===== src/rtl/ifmap_diag_feeder_if.sv =====
// Bundle of the upstream word stream and the diagonal column outputs of the
// ifmap feeder. The feeder sits on the slave side; the upstream buffer and
// the array (or a bench) sit on the master side.
//
// Handshake: a word moves on every rising clk edge where s_valid and s_ready
// are both 1. s_valid may rise or fall at any time and does not wait for
// s_ready. s_ready may drop without a transfer. The column side has no
// backpressure: a column is consumed in every cycle where out_valid is 1.
interface ifmap_diag_feeder_if #(
  parameter int PE_WIDTH = 4
);
  logic [0:PE_WIDTH-1] s_data;
  logic                s_valid;
  logic                s_ready;
  logic [0:PE_WIDTH-1] ifmap_conn_IN_00;
  logic [0:PE_WIDTH-1] ifmap_conn_IN_01;
  logic [0:PE_WIDTH-1] ifmap_conn_IN_02;
  logic [0:PE_WIDTH-1] ifmap_conn_IN_10;
  logic [0:PE_WIDTH-1] ifmap_conn_IN_20;
  logic                out_valid;
  logic                frame_done;
  // 1 while the feeder is streaming columns, 0 while it is loading
  logic                state_dbg;

  modport master (
    output s_data, s_valid,
    input  s_ready,
    input  ifmap_conn_IN_00, ifmap_conn_IN_01, ifmap_conn_IN_02,
    input  ifmap_conn_IN_10, ifmap_conn_IN_20,
    input  out_valid, frame_done, state_dbg
  );

  modport slave (
    input  s_data, s_valid,
    output s_ready,
    output ifmap_conn_IN_00, ifmap_conn_IN_01, ifmap_conn_IN_02,
    output ifmap_conn_IN_10, ifmap_conn_IN_20,
    output out_valid, frame_done, state_dbg
  );
endinterface


===== src/rtl/ifmap_diag_feeder.sv =====
// Ifmap diagonal feeder: buffers one frame of 5 rows x ROW_LEN words loaded
// row-major from an upstream stream, then plays it out one column per cycle
// onto the five diagonal inputs of the PE array (row 0..4 -> IN_00, IN_01,
// IN_02, IN_10, IN_20). Loading and streaming never overlap.
module ifmap_diag_feeder #(
  parameter int PE_WIDTH = 4,
  parameter int ROW_LEN  = 8
) (
  input logic                clk,
  input logic                rst,
  ifmap_diag_feeder_if.slave bus
);

  localparam int N_WORDS = 5 * ROW_LEN;
  localparam int LCW     = $clog2(N_WORDS);
  localparam int CCW     = $clog2(ROW_LEN);
  localparam logic [LCW-1:0] LAST_WORD = LCW'(N_WORDS - 1);
  localparam logic [CCW-1:0] LAST_COL  = CCW'(ROW_LEN - 1);

  typedef enum logic {LOAD, STREAM} state_t;

  state_t              state_q, state_d;
  logic [LCW-1:0]      load_cnt_q, load_cnt_d;
  logic [CCW-1:0]      col_cnt_q, col_cnt_d;
  logic                out_valid_q, out_valid_d;
  logic                frame_done_q, frame_done_d;
  logic [0:PE_WIDTH-1] port_q [5];
  logic [0:PE_WIDTH-1] port_d [5];
  logic [0:PE_WIDTH-1] mem_q  [N_WORDS];
  logic [0:PE_WIDTH-1] col_data [5];
  logic [LCW-1:0]      rd_addr [5];
  logic [CCW-1:0]      sel_col;
  logic                hs;

  // Ready only while loading; reset forces it low in the same cycle so the
  // first cycle out of reset already shows ready.
  assign bus.s_ready = (state_q == LOAD) && !rst;
  assign hs          = bus.s_valid && bus.s_ready;

  // While loading, the next column to present is always column 0.
  assign sel_col = (state_q == STREAM) ? col_cnt_q : '0;

  // Fetch the selected column from all five rows of the frame buffer.
  always_comb begin
    for (int k = 0; k < 5; k++) begin
      rd_addr[k]  = LCW'(k * ROW_LEN) + LCW'(sel_col);
      col_data[k] = mem_q[rd_addr[k]];
    end
  end

  // Next-state and registered-output logic of the LOAD/STREAM controller.
  always_comb begin
    state_d      = state_q;
    load_cnt_d   = load_cnt_q;
    col_cnt_d    = col_cnt_q;
    out_valid_d  = 1'b0;
    frame_done_d = 1'b0;
    for (int k = 0; k < 5; k++) port_d[k] = '0;
    case (state_q)
      LOAD: begin
        if (hs) begin
          if (load_cnt_q == LAST_WORD) begin
            // Column 0 never includes the word written on this edge
            // (that word sits in the last column), so it can go out now.
            load_cnt_d  = '0;
            state_d     = STREAM;
            out_valid_d = 1'b1;
            port_d      = col_data;
            col_cnt_d   = CCW'(1);
          end else begin
            load_cnt_d = load_cnt_q + 1'b1;
          end
        end
      end
      STREAM: begin
        if (frame_done_q) begin
          state_d   = LOAD;
          col_cnt_d = '0;
        end else begin
          out_valid_d  = 1'b1;
          port_d       = col_data;
          frame_done_d = (col_cnt_q == LAST_COL);
          col_cnt_d    = (col_cnt_q == LAST_COL) ? '0 : col_cnt_q + 1'b1;
        end
      end
      default: state_d = LOAD;
    endcase
  end

  // Controller state, counters and output registers.
  always_ff @(posedge clk) begin
    if (rst) begin
      state_q      <= LOAD;
      load_cnt_q   <= '0;
      col_cnt_q    <= '0;
      out_valid_q  <= 1'b0;
      frame_done_q <= 1'b0;
      for (int k = 0; k < 5; k++) port_q[k] <= '0;
    end else begin
      state_q      <= state_d;
      load_cnt_q   <= load_cnt_d;
      col_cnt_q    <= col_cnt_d;
      out_valid_q  <= out_valid_d;
      frame_done_q <= frame_done_d;
      port_q       <= port_d;
    end
  end

  // Frame buffer write; contents survive streaming and reset.
  always_ff @(posedge clk) begin
    if (hs) mem_q[load_cnt_q] <= bus.s_data;
  end

  assign bus.ifmap_conn_IN_00 = port_q[0];
  assign bus.ifmap_conn_IN_01 = port_q[1];
  assign bus.ifmap_conn_IN_02 = port_q[2];
  assign bus.ifmap_conn_IN_10 = port_q[3];
  assign bus.ifmap_conn_IN_20 = port_q[4];
  assign bus.out_valid        = out_valid_q;
  assign bus.frame_done       = frame_done_q;
  assign bus.state_dbg        = (state_q == STREAM);

endmodule


===== src/flat_wrapper.sv =====
// flat-port wrapper written by rule: the top's interface ports become plain ports
module ifmap_diag_feeder_flat 
#(
  parameter int PE_WIDTH = 4,
  parameter int ROW_LEN  = 8
)
  (clk, rst, bus_s_data, bus_s_valid, bus_s_ready, bus_ifmap_conn_IN_00, bus_ifmap_conn_IN_01, bus_ifmap_conn_IN_02, bus_ifmap_conn_IN_10, bus_ifmap_conn_IN_20, bus_out_valid, bus_frame_done, bus_state_dbg);
  ifmap_diag_feeder_if #(.PE_WIDTH(PE_WIDTH)) bus_i ();
  input logic clk;
  input logic rst;
  input wire logic [$bits(bus_i.s_data)-1:0] bus_s_data;
  input wire logic [$bits(bus_i.s_valid)-1:0] bus_s_valid;
  output wire logic [$bits(bus_i.s_ready)-1:0] bus_s_ready;
  output wire logic [$bits(bus_i.ifmap_conn_IN_00)-1:0] bus_ifmap_conn_IN_00;
  output wire logic [$bits(bus_i.ifmap_conn_IN_01)-1:0] bus_ifmap_conn_IN_01;
  output wire logic [$bits(bus_i.ifmap_conn_IN_02)-1:0] bus_ifmap_conn_IN_02;
  output wire logic [$bits(bus_i.ifmap_conn_IN_10)-1:0] bus_ifmap_conn_IN_10;
  output wire logic [$bits(bus_i.ifmap_conn_IN_20)-1:0] bus_ifmap_conn_IN_20;
  output wire logic [$bits(bus_i.out_valid)-1:0] bus_out_valid;
  output wire logic [$bits(bus_i.frame_done)-1:0] bus_frame_done;
  output wire logic [$bits(bus_i.state_dbg)-1:0] bus_state_dbg;
  assign bus_i.s_data = bus_s_data;
  assign bus_i.s_valid = bus_s_valid;
  assign bus_s_ready = bus_i.s_ready;
  assign bus_ifmap_conn_IN_00 = bus_i.ifmap_conn_IN_00;
  assign bus_ifmap_conn_IN_01 = bus_i.ifmap_conn_IN_01;
  assign bus_ifmap_conn_IN_02 = bus_i.ifmap_conn_IN_02;
  assign bus_ifmap_conn_IN_10 = bus_i.ifmap_conn_IN_10;
  assign bus_ifmap_conn_IN_20 = bus_i.ifmap_conn_IN_20;
  assign bus_out_valid = bus_i.out_valid;
  assign bus_frame_done = bus_i.frame_done;
  assign bus_state_dbg = bus_i.state_dbg;
  ifmap_diag_feeder #(.PE_WIDTH(PE_WIDTH), .ROW_LEN(ROW_LEN)) u_core (.clk(clk), .rst(rst), .bus(bus_i));
endmodule

===== config.mk =====
export PLATFORM = sky130hd
export DESIGN_NAME = ifmap_diag_feeder_flat
export DESIGN_NICKNAME = d
export VERILOG_FILES = /design/src/rtl/ifmap_diag_feeder_if.sv /design/src/rtl/ifmap_diag_feeder.sv /design/src/flat_wrapper.sv
export SDC_FILE = /design/constraint.sdc
export NUM_CORES = 1
export LEC_CHECK = 0
export ABC_AREA = 1
export BUFFER_PORTS_ARGS = -buffer_cell sky130_fd_sc_hd__clkbuf_2
export CORE_MARGIN = 2
export CORE_UTILIZATION = 56
export DETAILED_ROUTE_END_ITERATION = 6
export HOLD_SLACK_MARGIN = 0.05
export PLACE_DENSITY = 0.73
export REMOVE_ABC_BUFFERS = 1
export SLEW_MARGIN = 25
export SYNTH_ARGS = -nofsm -noshare
export SYNTH_HDL_FRONTEND = slang
export SYNTH_SLANG_ARGS = --single-unit

===== constraint.sdc =====
create_clock -name clk -period 1.7 [get_ports clk]
set_input_delay 0.34 -clock clk [delete_from_list [all_inputs] [get_ports clk]]
set_output_delay 0.34 -clock clk [all_outputs]
set_load 0.03 [all_outputs]

==> results of run 1 <==
-- cell families after synthesis --
logic type | after synthesis | synth area share [%]
adders and majority gates | 3 | 0.4907
AOI/OAI and AO/OA | 26 | 2.633
DFF | 191 | 70.92
buffers and inverters | 60 | 3.975
and+or+nand+nor | 375 | 21.98
-- stage by stage --
step                      TNS (ns)  area [µm²]
after CTS                        0        9027
final                     -0.03638        9051
after floorplan            -155.73        7437
after detailed placement   -0.2428        8324
after global placement           0        8324
after global routing        -1.529        9051
-- sequential cells by signal (all words and copies together) (netlist names) --
name and cells:
u_core.bus.ifmap_conn_IN_10 4, u_core.bus.ifmap_conn_IN_02 4, u_core.bus.frame_done 1, u_core.bus.ifmap_conn_IN_20 4, u_core.bus.ifmap_conn_IN_00 4, u_core.bus.state_dbg 1, u_core.load_cnt_q 6, u_core.mem_q 160
u_core.col_cnt_q 3, u_core.bus.ifmap_conn_IN_01 4
-- report_power, final --
part           leakage [nW]  internal, mW  total [mW]  switching, mW
registers              1.69          5.08        5.08        0.00739
logic                  1.35        0.0607       0.192          0.131
clock network         0.315          2.75        4.41           1.67
total                  3.35          7.89        9.69           1.80
-- layer usage --
| metal | vias up | part of all wire, % | GRT usage, % |
|---|---|---|---|
| li1 | 2437 | - | - |
| met1 | 2543 | 40 | 30.31 |
| met2 | 245 | 50 | 40.70 |
| met3 | 37 | 7.4 | 6.391 |
| met4 | 0 | 2.6 | 11.85 |
| met5 | - | 0 | 0 |
-- cells in the mapped netlist --
library cell | instances | share of area, %
sky130_fd_sc_hd__a21oi_1 | 3 | 0.20
sky130_fd_sc_hd__a21oi_2 | 19 | 2.2
sky130_fd_sc_hd__buf_1 | 3 | 0.15
sky130_fd_sc_hd__buf_2 | 14 | 0.92
sky130_fd_sc_hd__buf_4 | 5 | 0.49
sky130_fd_sc_hd__buf_6 | 5 | 0.74
sky130_fd_sc_hd__clkbuf_1 | 10 | 0.49
sky130_fd_sc_hd__dfxtp_1 | 31 | 8.1
sky130_fd_sc_hd__edfxtp_1 | 160 | 63
sky130_fd_sc_hd__ha_1 | 3 | 0.49
sky130_fd_sc_hd__inv_1 | 17 | 0.83
sky130_fd_sc_hd__inv_2 | 5 | 0.25
sky130_fd_sc_hd__inv_6 | 1 | 0.11
sky130_fd_sc_hd__nand2_1 | 140 | 6.9
sky130_fd_sc_hd__nand2_2 | 2 | 0.16
sky130_fd_sc_hd__nand2_4 | 2 | 0.29
sky130_fd_sc_hd__nand3_1 | 167 | 11
sky130_fd_sc_hd__nand3_4 | 1 | 0.23
sky130_fd_sc_hd__nand4_1 | 2 | 0.16
sky130_fd_sc_hd__nor2_1 | 52 | 2.6
sky130_fd_sc_hd__nor2_2 | 2 | 0.16
sky130_fd_sc_hd__nor2_4 | 1 | 0.15
sky130_fd_sc_hd__nor3_1 | 4 | 0.26
sky130_fd_sc_hd__nor3_2 | 1 | 0.13
sky130_fd_sc_hd__nor4_1 | 1 | 0.082
sky130_fd_sc_hd__o21ai_0 | 4 | 0.26
-- cells in the final DEF (no fill, tap or decap), drive strengths merged --
cell type | synthesis | layout
a21oi | 22 | 22
buf | 27 | 57
bufbuf | 0 | 1
bufinv | 0 | 6
clkbuf | 10 | 47
clkinv | 0 | 5
clkinvlp | 0 | 3
dfxtp | 31 | 31
edfxtp | 160 | 160
ha | 3 | 3
inv | 23 | 24
nand2 | 144 | 144
nand3 | 168 | 168
nand4 | 2 | 2
nor2 | 55 | 55
nor3 | 5 | 5
nor4 | 1 | 1
o21ai | 4 | 4
-- worst max path at each step --
stage                     slack, ns  cells after the start                        endpoint
after floorplan               -1.66                      5  u_core.bus.ifmap_conn_IN_00[1]
after global placement         0.02                      6             u_core.mem_q[34][0]
after detailed placement      -0.06                      6             u_core.mem_q[34][0]
after CTS                      0.02                      7  u_core.bus.ifmap_conn_IN_00[1]
after global routing          -0.07                      5             u_core.mem_q[38][0]
final                         -0.01                      5             u_core.mem_q[38][0]
-- critical path, delay by kind of cell (launching register included) --
kind,cells,cell delay (ns)
buf+inv,1,0.08
flops,1,0.38
simple gates,4,0.91
-- cell type report --
class | count | area, µm²
multi-input combinational | 404 | 1941
fill | 926 | 4244
timing repair buffer | 88 | 701.9
tap | 176 | 220.2
sequential | 191 | 5428
inverter | 23 | 93.84
clock buffer | 17 | 425.4
clock inverter | 15 | 241.5
-- what timing repair did --
| action | 4_1_cts | 5_1_grt |
|---|---|---|
| cloned | 1 | 0 |
| resized for setup | 2 | 9 |
| setup endpoints to repair | 18 | 76 |
==> flow_summary.json, run 1 <==
{
  "critPathLaunch": "u_core.bus.state_dbg",
  "initial_core_util_pct": 57.54,
  "worst_slew_pin_slew_ns": 0.4644,
  "grt_pass1_wl_um": 26450,
  "gp_congestion": 0.8450,
  "yosysUniqueCellTypes": 26,
  "number_of_global_route_vias_before_repair": 5287,
  "timing.critical_path.slowest_stage_cell": "sky130_fd_sc_hd__nor2_1",
  "max-slew-margin-rel_pct": 68.97,
  "postRouteAntennaNets": 0,
  "avgRoutedWirePerCell_um": 18.38,
  "wl_um": 16800,
  "detailedPlace.worstSlack_ns": -0.06080,
  "slew_violations": 0,
  "cts-root-to-sink-buffers": 2,
  "cellPowerDensity_mw_per_mm2": 1070,
  "antennaDiodeCount": 0,
  "final_hold_viol_count": 0,
  "worstHoldPathType": "input port to flop",
  "h-tree-depth": 4,
  "timing.setup.critical_path_class": "flop to flop",
  "die_y_um": 120.9,
  "route.vias.total": 5262,
  "total_standard_cell_area_after_synthesis_mm2": 0.007650,
  "yosys_warnings": 0,
  "max_cap_violations": 0,
  "insertion_delay_ns": 0.44,
  "synth.ff_latch_count": 191,
  "reg2reg_to": "u_core.mem_q[38][0]",
  "cts_buffers": 17,
  "avgSynthCellArea_um2": 11.68,
  "core_area_mm2": 0.01330,
  "final_cell_count_no_fill": 914,
  "critPathLaunchType": "flop",
  "whs_path_depth": 3,
  "detail_route.drc_violations": 0,
  "path_cells": "nor2_4 > nand2_4 > inv_6 > nand2_1 > nor2_1",
  "cts-root-buf": "sky130_fd_sc_hd__clkbuf_16",
  "run_status": "finished with violations",
  "regToRegSetupSlack_ns": -0.01,
  "rr_startpoint": "u_core.bus.state_dbg",
  "p_leak_nw": 3.354,
  "finalCritPeriodShare_pct": 100.6,
  "drtIter0Drc": 528,
  "dpl.hpwl_um": 10090,
  "final_layout_size_suffix_gt1_share_pct": 21.68,
  "floorplan.rows": 42,
  "ys_seq_area_share_pct": 70.92,
  "worst_setup_path_end_kind": "flop",
  "cts_hold_buf": 0,
  "grt_antenna_before_repair": 0,
  "final.min_clock_period_ns": 1.710,
  "grt.total_usage_pct": 24.64,
  "drt_pass1_iterations": 6,
  "setup_slack_ns": -0.009752,
  "timing.critical_path.arrival_ns": 1.81,
  "peak_vdd_ir_mv": 0.7183,
  "maxClockFrequency_mhz": 584.9,
  "die_outline_area_mm2": 0.01461,
  "cp_slowest_stage_delay_ns": 0.40,
  "p_total_mw": 9.689,
  "path_clk_slew_ns": 0.07,
  "fin_worst_skew_ns": 0.01130,
  "cts.sink_count": 191,
  "critical_path_peak_fanout": 8,
  "critPathRequiredTime_ns": 1.80,
  "die_w_um": 120.9,
  "setup_viol": 4,
  "setup_repair_after_global_routing_missed_its_margin": "yes",
  "hold_end": "u_core.load_cnt_q[2]",
  "syn-instance-count": 655,
  "grt.overflow.total": 0,
  "cts_tree": "yes",
  "hold_path.startpoint": "rst",
  "nNetsFinal": 735,
  "largest_net_degree_at_the_start_of_global_routing": 82,
  "placed_instances": 881,
  "vias_per_cell": 5.757,
  "worst_r2r_path_depth": 5,
  "failing_checks": "setup timing",
  "finalCoreUtilization_pct": 68.08,
  "post-cts-setup-buffers": 0,
  "signed_area_change_from_the_synthesized_netlist_to_the_final_layout_pct": 18.32,
  "hold-worst-slack_ns": 0.2528,
  "io-pin-count": 31,
  "port_buf_inserts": 30
}
Power figures use the tool's default switching activity.
==> run 2: changes to the inputs <==
--- a/config.mk
+++ b/config.mk
@@ -8,10 +8,10 @@
 export ABC_AREA = 1
 export BUFFER_PORTS_ARGS = -buffer_cell sky130_fd_sc_hd__clkbuf_2
 export CORE_MARGIN = 2
-export CORE_UTILIZATION = 56
+export CORE_UTILIZATION = 61
 export DETAILED_ROUTE_END_ITERATION = 6
 export HOLD_SLACK_MARGIN = 0.05
-export PLACE_DENSITY = 0.73
+export PLACE_DENSITY = 0.79
 export REMOVE_ABC_BUFFERS = 1
 export SLEW_MARGIN = 25
 export SYNTH_ARGS = -nofsm -noshare
==> run 2 against run 1 <==
The flow now finishes without violations. Design area down 2.0%. Maximum frequency up 4.6%. Sequential power about the same. Power down 4.3%. Clock power down 9.3%. Via count down 0.53%. Critical path depth down 2. Wire length up 1.6%. Final cell count down 2.0%. Largest cell class unchanged.
==> flow_summary.json, run 2 (synthesized netlist as in run 1, its figures left out) <==
{
  "critPathRequiredTime_ns": 1.36,
  "timing.setup.critical_path_class": "flop to output port",
  "p_comb_share_pct": 2.0,
  "cellPowerDensity_mw_per_mm2": 1045,
  "area_after_detailed_placement_mm2": 0.008234,
  "final.min_clock_period_ns": 1.634,
  "largest_register_ff_count": 160,
  "cts-root-to-sink-buffers": 2,
  "final_hold_viol_count": 0,
  "postRouteAntennaNets": 0,
  "drt_pass1_iterations": 5,
  "p_leak_nw": 3.248,
  "finalCoreUtilization_pct": 73.24,
  "largest_registers": "u_core.mem_q x160, u_core.load_cnt_q x6",
  "floorplan.rows": 40,
  "dpl.hpwl_um": 10240,
  "path_cells": "buf_6 > buf_12 > buf_4",
  "post-cts-setup-buffers": 0,
  "fillers": 768,
  "critPathLaunch": "u_core.bus.state_dbg",
  "power.net_switching_mw": 1.835,
  "area.sequential_mm2": 0.005428,
  "setup_repair_after_global_routing_missed_its_margin": "yes",
  "internal-power_mw": 7.438,
  "worst_slew_pin_slew_ns": 0.4910,
  "die_outline_area_mm2": 0.01345,
  "finalInstanceArea_mm2": 0.008871,
  "grt.total_usage_pct": 27.50,
  "multiInputGateArea_mm2": 0.001929,
  "cts_tree": "yes",
  "layout.cells.most_common_list": "sky130_fd_sc_hd__nand3_1 (167), sky130_fd_sc_hd__edfxtp_1 (160), sky130_fd_sc_hd__nand2_1 (140)",
  "h-tree-depth": 4,
  "share_seq_of_total_power_pct": 54.8,
  "route.vias.total": 5234,
  "rr_startpoint": "u_core.bus.state_dbg",
  "clkPwrFrac_pct": 43.2,
  "detail_route.drc_violations": 0,
  "run_status": "completed",
  "signed_area_change_from_the_synthesized_netlist_to_the_final_layout_pct": 15.96,
  "finalCritPeriodShare_pct": 96.13,
  "final.setup.tns_ns": 0,
  "final_common_cell": "sky130_fd_sc_hd__nand3_1",
  "grt.overflow.total": 0,
  "cts_buffers": 17,
  "die_y_um": 116.0,
  "peak_vdd_ir_mv": 0.7201,
  "slew_violations": 0,
  "insertion_delay_ns": 0.44,
  "io-pin-count": 31,
  "core_area_mm2": 0.01211,
  "final_layout_size_suffix_gt1_share_pct": 20.05,
  "initial_core_util_pct": 63.16,
  "fin_worst_skew_ns": 0.01091,
  "number_of_global_route_vias_before_repair": 5094,
  "setup_viol": 0,
  "largest_register": "u_core.mem_q",
  "cts-root-buf": "sky130_fd_sc_hd__clkbuf_16",
  "die_w_um": 116.0,
  "wl_um": 17070,
  "vias_per_cell": 5.842,
  "antennaDiodeCount": 0,
  "critPathCapture": "bus_out_valid",
  "worst_r2r_path_depth": 5,
  "grt_pass1_wl_um": 26870,
  "largest_net_degree_at_the_start_of_global_routing": 82,
  "gp_congestion": 0.8290,
  "avgRoutedWirePerCell_um": 19.05,
  "reg2reg_to": "u_core.mem_q[30][1]",
  "cp_slowest_stage_delay_ns": 0.36,
  "regToRegSetupSlack_ns": 0.08,
  "drtIter0Drc": 645,
  "max_cap_violations": 0,
  "nNetsFinal": 725,
  "worstHoldPathType": "input port to flop",
  "path_clk_slew_ns": 0.06,
  "timing.critical_path.slowest_stage_cell": "sky130_fd_sc_hd__dfxtp_2",
  "port_buf_inserts": 30,
  "maxClockFrequency_mhz": 611.9,
  "grt_antenna_before_repair": 0,
  "cts.sink_count": 191,
  "critical_path_peak_fanout": 24,
  "timing.critical_path.arrival_ns": 1.29,
  "power.share.switching_pct": 19.79,
  "critPathLaunchType": "flop",
  "worst_setup_path_end_kind": "output port",
  "max-slew-margin-rel_pct": 67.27
}
-- run 2: cell count changes in the layout (fill, tap and decap cells not counted), sizes merged --
cell      change
buf           -8
bufbuf        -1
bufinv        -3
clkinvlp      +2
-- run 2: routing by layer --
metal  GRT usage [%]  share of wire [%]  up-vias
met5               0                  0        -
met4           11.90                2.4        0
met3           5.701                8.4       32
met2           45.73                 50      277
met1           35.46                 39     2503
li1                -                  -     2422
-- run 2: metrics by stage --
| step | total power [mW] | hold WS (ns) | setup WS, ns | cells |
|---|---|---|---|---|
| 6_report | 9.273 | 0.2770 | 0.06581 | 896 |
| 5_1_grt | 9.505 | 0.2655 | -0.04508 | 896 |
| 4_1_cts | 9.265 | 0.2639 | 0.01531 | 896 |
| 3_5_place_dp | 5.370 | 0.5206 | -0.008137 | 864 |
| 3_3_place_gp | 5.369 | 0.4844 | -0.02043 | 864 |
| 2_1_floorplan | 5.230 | 0.4116 | -1.656 | 618 |
-- run 2: how the worst min path moves through the flow --
| stage | cells past startpoint | start | end | slack, ns |
|---|---|---|---|---|
| detailed placement | 2 | u_core.load_cnt_q[5] | u_core.load_cnt_q[5] | 0.52 |
| finish | 3 | rst | u_core.load_cnt_q[2] | 0.28 |
| CTS | 3 | rst | u_core.load_cnt_q[2] | 0.26 |
| floorplan | 1 | rst | u_core.load_cnt_q[2] | 0.41 |
| global route | 3 | rst | u_core.load_cnt_q[2] | 0.27 |
| global placement | 2 | u_core.col_cnt_q[2] | u_core.col_cnt_q[2] | 0.48 |
-- run 2: critical path: cells and delay by family (launching register included) --
| kind | cells | cell delay, ns |
|---|---|---|
| buffers and inverters | 3 | 0.51 |
| DFF | 1 | 0.36 |
-- run 2: layout make-up --
class,count,area share [%]
inverter,23,1.058
timing repair buffer,78,6.911
clock inverter,14,1.890
sequential,191,61.18
multi-input combinational,404,21.75
clock buffer,18,4.838
tap,168,2.370
-- run 2: power groups by stage --
| stage | Sequential [mW] | Combinational (mW) | Clock (mW) |
|---|---|---|---|
| after floorplan | 5.19 | 0.0451 | 0 |
| after global placement | 5.18 | 0.185 | 0 |
| after detailed placement | 5.18 | 0.185 | 0 |
| after CTS | 5.08 | 0.186 | 4.00 |
| after global routing | 5.08 | 0.201 | 4.22 |
| final | 5.08 | 0.188 | 4.00 |
-- run 2: what timing repair did --
item | CTS | global route
resized for setup | 8 | 5
setup endpoints to repair | 2 | 33
hold buffers | 0 | 0
